$ cat src/rtl/fetch_pkg.sv
// Shared types and default widths for the instruction fetch unit.
// Holds the fetch FSM state encoding and the buffered {addr, data} entry.
package fetch_pkg;

    localparam int ADDR_W_DEF  = 32;
    localparam int DATA_W_DEF  = 32;
    localparam int DEPTH_DEF   = 2;
    localparam int TIMEOUT_DEF = 255;

    typedef enum logic [1:0] {
        IDLE = 2'd0,
        WAIT = 2'd1,
        DROP = 2'd2
    } fetch_state_t;

    typedef struct packed {
        logic [ADDR_W_DEF-1:0] addr;
        logic [DATA_W_DEF-1:0] data;
    } fetch_entry_t;

endpackage

$ cat src/rtl/fetch_fifo.sv
// Prefetch FIFO holding fetched {address, instruction} entries for decode.
// Ports: clock/reset, clear (highest priority), push/push_entry, pop,
//        count (occupancy), head (entry at the read pointer).
module fetch_fifo
    import fetch_pkg::*;
#(
    parameter int  DEPTH   = DEPTH_DEF,
    parameter type entry_t = fetch_entry_t,
    localparam int CW      = $clog2(DEPTH + 1)
) (
    input  logic          clock,
    input  logic          reset,
    input  logic          clear,
    input  logic          push,
    input  entry_t        push_entry,
    input  logic          pop,
    output logic [CW-1:0] count,
    output entry_t        head
);

    localparam int PW = $clog2(DEPTH);

    entry_t        mem_q [DEPTH];
    logic [PW-1:0] rd_ptr_q, rd_ptr_d;
    logic [PW-1:0] wr_ptr_q, wr_ptr_d;
    logic [CW-1:0] count_q, count_d;
    logic          do_pop;

    // DEPTH is a power of two, so pointer wrap is plain truncation.
    always_comb begin
        do_pop   = pop && (count_q != '0);
        rd_ptr_d = rd_ptr_q;
        wr_ptr_d = wr_ptr_q;
        count_d  = count_q;
        if (clear) begin
            rd_ptr_d = '0;
            wr_ptr_d = '0;
            count_d  = '0;
        end else begin
            if (push) begin
                wr_ptr_d = wr_ptr_q + PW'(1);
            end
            if (do_pop) begin
                rd_ptr_d = rd_ptr_q + PW'(1);
            end
            if (push && !do_pop) begin
                count_d = count_q + CW'(1);
            end else if (!push && do_pop) begin
                count_d = count_q - CW'(1);
            end
        end
    end

    always_ff @(posedge clock) begin
        if (reset) begin
            rd_ptr_q <= '0;
            wr_ptr_q <= '0;
            count_q  <= '0;
        end else begin
            rd_ptr_q <= rd_ptr_d;
            wr_ptr_q <= wr_ptr_d;
            count_q  <= count_d;
        end
    end

    // Storage needs no reset: count gates every read.
    always_ff @(posedge clock) begin
        if (push && !clear) begin
            mem_q[wr_ptr_q] <= push_entry;
        end
    end

    assign count = count_q;
    assign head  = mem_q[rd_ptr_q];

endmodule

$ cat src/rtl/instr_fetch_unit.sv
// Instruction fetch: latches pc_addr, runs a req/ack memory read and
// buffers {addr, data} for decode; flush discards buffered and in-flight
// fetches. Ports: clock, reset (sync, active-high), pc_addr, flush,
// addr_taken, mem_req/mem_addr/mem_ack/mem_rdata, instr_valid/ready/
// data/addr/link, fetch_fault. Optional macro FETCH_TIMEOUT_EN adds a
// WAIT/DROP watchdog that raises a sticky fetch_fault and halts fetch.
module instr_fetch_unit
    import fetch_pkg::*;
#(
    parameter int ADDR_W  = ADDR_W_DEF,
    parameter int DATA_W  = DATA_W_DEF,
    parameter int DEPTH   = DEPTH_DEF,
    parameter int TIMEOUT = TIMEOUT_DEF
) (
    input  logic              clock,
    input  logic              reset,
    input  logic [ADDR_W-1:0] pc_addr,
    input  logic              flush,
    output logic              addr_taken,
    output logic              mem_req,
    output logic [ADDR_W-1:0] mem_addr,
    input  logic              mem_ack,
    input  logic [DATA_W-1:0] mem_rdata,
    output logic              instr_valid,
    input  logic              instr_ready,
    output logic [DATA_W-1:0] instr_data,
    output logic [ADDR_W-1:0] instr_addr,
    output logic [ADDR_W-1:0] instr_link,
    output logic              fetch_fault
);

    localparam int CW = $clog2(DEPTH + 1);

    typedef struct packed {
        logic [ADDR_W-1:0] addr;
        logic [DATA_W-1:0] data;
    } entry_t;

    fetch_state_t      state_q, state_d;
    logic              mem_req_q, mem_req_d;
    logic [ADDR_W-1:0] mem_addr_q, mem_addr_d;
    logic              addr_taken_q, addr_taken_d;

    logic              push;
    entry_t            push_entry;
    entry_t            head;
    logic [CW-1:0]     count;
    logic              halt;
    logic              tmo_hit;

    always_comb begin
        state_d      = state_q;
        mem_req_d    = mem_req_q;
        mem_addr_d   = mem_addr_q;
        addr_taken_d = 1'b0;
        push         = 1'b0;
        unique case (state_q)
            IDLE: begin
                // Room is checked against the current count so a
                // granted request can never overflow the FIFO.
                if (!flush && !halt && (count < CW'(DEPTH))) begin
                    mem_addr_d   = pc_addr;
                    mem_req_d    = 1'b1;
                    addr_taken_d = 1'b1;
                    state_d      = WAIT;
                end else begin
                    mem_req_d = 1'b0;
                end
            end
            WAIT: begin
                if (mem_ack) begin
                    push      = !flush;
                    mem_req_d = 1'b0;
                    state_d   = IDLE;
                end else if (flush) begin
                    state_d = DROP;
                end
            end
            DROP: begin
                if (mem_ack) begin
                    mem_req_d = 1'b0;
                    state_d   = IDLE;
                end
            end
            default: begin
                mem_req_d = 1'b0;
                state_d   = IDLE;
            end
        endcase
        if (tmo_hit) begin
            mem_req_d = 1'b0;
            state_d   = IDLE;
        end
    end

    always_ff @(posedge clock) begin
        if (reset) begin
            state_q      <= IDLE;
            mem_req_q    <= 1'b0;
            mem_addr_q   <= '0;
            addr_taken_q <= 1'b0;
        end else begin
            state_q      <= state_d;
            mem_req_q    <= mem_req_d;
            mem_addr_q   <= mem_addr_d;
            addr_taken_q <= addr_taken_d;
        end
    end

`ifdef FETCH_TIMEOUT_EN
    localparam int TW = $clog2(TIMEOUT + 1);

    logic [TW-1:0] tmo_q, tmo_d;
    logic          fault_q, fault_d;

    // An ack on the final allowed cycle still completes normally.
    assign tmo_hit = (state_q != IDLE) && !mem_ack
                   && (tmo_q == TW'(TIMEOUT - 1));
    assign halt    = fault_q;

    // One count spans the whole transaction, WAIT through DROP.
    always_comb begin
        fault_d = fault_q | tmo_hit;
        if ((state_q != IDLE) && (state_d != IDLE)) begin
            tmo_d = tmo_q + TW'(1);
        end else begin
            tmo_d = '0;
        end
    end

    always_ff @(posedge clock) begin
        if (reset) begin
            tmo_q   <= '0;
            fault_q <= 1'b0;
        end else begin
            tmo_q   <= tmo_d;
            fault_q <= fault_d;
        end
    end

    assign fetch_fault = fault_q;
`else
    logic unused_timeout;

    assign unused_timeout = (TIMEOUT > 0);
    assign tmo_hit        = 1'b0;
    assign halt           = 1'b0;
    assign fetch_fault    = 1'b0;
`endif

    assign push_entry = '{addr: mem_addr_q, data: mem_rdata};

    fetch_fifo #(
        .DEPTH   (DEPTH),
        .entry_t (entry_t)
    ) u_fifo (
        .clock      (clock),
        .reset      (reset),
        .clear      (flush),
        .push       (push),
        .push_entry (push_entry),
        .pop        (instr_ready),
        .count      (count),
        .head       (head)
    );

    assign addr_taken  = addr_taken_q;
    assign mem_req     = mem_req_q;
    assign mem_addr    = mem_addr_q;
    assign instr_valid = (count != '0);
    assign instr_data  = head.data;
    assign instr_addr  = head.addr;
    assign instr_link  = head.addr + ADDR_W'(1);

endmodule

$ cat config.mk
export PLATFORM = sky130hd
export DESIGN_NAME = instr_fetch_unit
export DESIGN_NICKNAME = d
export VERILOG_FILES = /design/src/rtl/fetch_pkg.sv /design/src/rtl/fetch_fifo.sv /design/src/rtl/instr_fetch_unit.sv
export SDC_FILE = /design/constraint.sdc
export NUM_CORES = 1
export LEC_CHECK = 0
export ABC_AREA = 1
export BUFFER_PORTS_ARGS = -buffer_cell sky130_fd_sc_hd__buf_2
export CAP_MARGIN = 20
export CELL_PAD_IN_SITES_DETAIL_PLACEMENT = 1
export CELL_PAD_IN_SITES_GLOBAL_PLACEMENT = 2
export CORE_UTILIZATION = 28
export CTS_BUF_LIST = sky130_fd_sc_hd__clkbuf_16
export DETAILED_ROUTE_END_ITERATION = 6
export GPL_TIMING_DRIVEN = 1
export PLACE_DENSITY_LB_ADDON = 0.1
export RECOVER_POWER = 50
export SLEW_MARGIN = 40
export SYNTH_ARGS = -nofsm -noshare
export SYNTH_HDL_FRONTEND = slang
export SYNTH_SLANG_ARGS = --single-unit
$ cat constraint.sdc
create_clock -name clock -period 3.8 [get_ports clock]
set_clock_uncertainty 0.1 [all_clocks]
set_input_delay 0 -clock clock [delete_from_list [all_inputs] [get_ports clock]]
set_output_delay 0 -clock clock [all_outputs]
set_load 0.05 [all_outputs]
==> run_results.csv <==
group,metric,value,unit
global_route,grt_usage,0.173,
pwr,leakagePower,0.00399,µW
layout,multiInputGateArea,0.00220,mm²
clocking,cts_hold_buffers,68,
clocking,cts_tree,"done",
critical_path,critPathSlowestCell,"buf_4",
flow_run,max_cap_viol_count,0,
clocking,insertion_delay,0.42,ns
drt,wl_per_cell,16.4,µm
yosys,synthTopCellsByCount,"nand2_1 (281), edfxtp_1 (128), nor2_1 (113)",
timing,rsz0062_at_grt,"false",
layout,n_antenna_cell,0,
yosys,synthCells,738,
run_status,outcome,"complete, no violations",
layout,fin_util,0.395,
timing,maxSlewViolCount,0,
clocking,clockBufferDepth,2,
yosys,syn_area,0.00711,mm²
die,row_count,57,
layout,fill_cells,2920,
place,dp_hpwl,15700,µm
drt,ant_nets,0,
critical_path,path_class,"flop to primary output",
yosys,synth_top_family_by_area,"simple AND/OR/NAND/NOR gates",
yosys,synthArstFlopShare,0,
drt,detailedRoute.firstPassIterationCount,4,
critical_path,arrival,3.25,ns
critical_path,cp-end-kind,"primary output",
timing,setup_viol,0,
drt,drt-met1-wl,10100,µm
global_route,grt-ovfl-total,0,
clocking,clkTransAtPathRegs,0.08,ns
pwr,powerDensity,593,mW/mm²
global_route,grt_pass1_wl,33800,µm
yosys,syn_area_per_cell,9.63,µm²
yosys,ys_types,26,
clocking,cts.sinks,169,
yosys,yosys_warnings,0,
yosys,synth.yosys.seq_area_share,0.656,
drt,wl_met2,10800,µm
critical_path,cpMostUsedCell,"nand2_1",
global_route,antenna_found_initial,0,
timing,hold-worst-slack,0.200,ns
drt,via_per_inst,4.38,
pwr,sw_frac_of_total,0.390,
place,routabilityCongestion,0.767,
layout,synthToLayoutAreaGrowth,36.6,%
layout,nets,1083,
drt,top_layer,"met4",
layout,regArea,0.00467,mm²
drt,wirelength,22000,µm
global_route,grt_pass1_vias,6140,
layout,design_area,0.00971,mm²
die,dieArea,0.0260,mm²
yosys,synth_nets,813,
drt,wl_met3,936,µm
die,ios,201,
pwr,p_clk_frac,0.316,
pwr,intPower,3510,µW
timing,final.min_clock_period,3.35,ns
die,die-height,161,µm
critical_path,cp.required,3.70,ns
die,initial_core_util,0.289,
pwr,combPwrFrac,0.277,
clocking,htreeDepth,4,
yosys,synth_top_area_share,0.541,
critical_path,slowest_delay,0.59,ns
yosys,yosys_register_bits,169,
yosys,synth_mux_area_frac,0,
place,io_buffers,199,
yosys,synth_edf_count,128,
critical_path,start_kind,"flop",
clocking,postCtsSetupBuffers,0,
drt,drt_iter0_markers,213,
drt,num_vias,5894,
hold_path,hold_path_class,"primary input to flop",
yosys,synthFlopType,"edfxtp_1",
yosys,synth_fa_ha_area_frac,0.0106,
timing,tightest_slew,1.16,ns
yosys,synth_area_leader_cell,"edfxtp_1",
clocking,cts_resized,0,
die,coreArea,0.0246,mm²
timing,post-route-period-util,0.883,
yosys,synth_compound_gate_area_share,0.0377,
timing,max_freq,298,MHz
clocking,cts_made_buffers,17,
yosys,synth_area_leaders,"edfxtp_1 (54%), nand2_1 (15%), dfxtp_1 (12%)",
layout,drive_gt1_frac,0.188,
timing,hold_violations,0,
critical_path,crit_path_cell_trace,"buf_4 > o21ai_1 > inv_1 > ha_1 > nand3_2 > inv_2 > nand2_1 > nor2_2 > nand3_1 > nand2_1 > buf_2",
timing,maxSlewHeadroom,0.230,
yosys,synth_xor_area_frac,0.0185,
place,placed_area,0.00848,mm²
clocking,cts-root-buf,"clkbuf_16",
global_route,grt_max_degree,66,
drt,drc_errors,0,
pwr,vdd_drop_max,293,µV
critical_path,worst-path-max-fanout,65,
yosys,yosysMostFrequentCell,"nand2_1",
die,dieWidth,161,µm
yosys,yosys.area_share.simple,0.241,
pwr,power_switching,2250,µW
pwr,pwr-share-seq,0.407,
through the flow:
step	worst slack (ns)	std cells	TNS [ns]	total power (µW)
floorplan	-0.358	738	-45.80	3510
global placement	0.961	1244	0	3950
detailed placement	0.836	1244	0	4000
CTS	0.364	1344	0	5890
global route	0.171	1345	0	6030
finish	0.445	1345	0	5760
sequential cells by signal (all words and copies together) (netlist names), named ones only:
register	count
u_fifo.mem_q	128
mem_addr	32
state_q	2
u_fifo.count	2
addr_taken	1
mem_req	1
u_fifo.rd_ptr_q	1
u_fifo.wr_ptr_q	1
worst paths after layout:
check	from	end	slack [ns]	depth (start not counted)
max	flop	instr_link[30]	0.45	11
min	mem_rdata[14]	u_fifo.mem_q[1][14]	0.20	2
max reg2reg	state_q[1]	u_fifo.mem_q[1][60]	1.01	8
min reg2reg	u_fifo.count[0]	u_fifo.count[0]	0.36	1
cells in the final DEF (no fill, tap or decap):
cell type	instances
nand2_1	281
edfxtp_1	128
buf_2	125
nor2_1	112
clkbuf_1	73
dlygate4sd3_1	68
o21ai_0	42
dfxtp_1	40
inv_1	35
clkbuf_16	18
nand3_1	15
nand2_2	13
xor2_1	10
a21oi_1	9
nor2_2	7
ha_1	6
inv_8	6
xnor2_1	5
clkinv_8	4
buf_4	3
clkinv_2	2
nor2_4	2
inv_2	2
buf_12	2
nor3_1	1
o21ai_1	1
or2_2	1
nand3_2	1
o211ai_1	1
dfxtp_2	1
conb_1	1
clkinv_4	1
inv_12	1
bufinv_16	1
clkinvlp_4	1
clkbuf_2	1
buf_1	1
per-layer routing:
metal,vias to the layer above,global-route usage
met1,2822,0.220
met3,12,0.0375
li1,2934,-
met5,-,0
met2,126,0.298
met4,0,0.0429
layout make-up:
class,instances,area share
clock buffers,17,0.0438
repair buffers,274,0.173
well taps,324,0.0417
multi-input cells,508,0.226
clock inverters,15,0.0206
flip-flops and latches,169,0.480
inverters,38,0.0148
power groups by stage:
stage | sequential [µW] | combinational, µW | clock [µW]
5_1_grt | 2370 | 1710 | 1940
3_5_place_dp | 2390 | 1610 | 0
2_1_floorplan | 2700 | 811 | 0
4_1_cts | 2350 | 1670 | 1880
6_report | 2340 | 1590 | 1820
3_3_place_gp | 2370 | 1580 | 0
logic make-up after synthesis:
logic type               count (synthesis)
AO/OA/AOI/OAI                           53
adder cells (fa/ha/maj)                  6
XOR/XNOR                                15
flip-flops                             169
buffers and inverters                   61
other                                    1
AND/OR/NAND/NOR                        433
critical path, delay by kind of cell, from the launching register on:
kind	cells	cell delay [ns]
AOI/OAI and AO/OA	1	0.30
buffers and inverters	4	1.17
DFF	1	0.34
and+or+nand+nor	5	0.73
adders and majority gates	1	0.28
No activity file was read; power rests on OpenSTA's default activity.
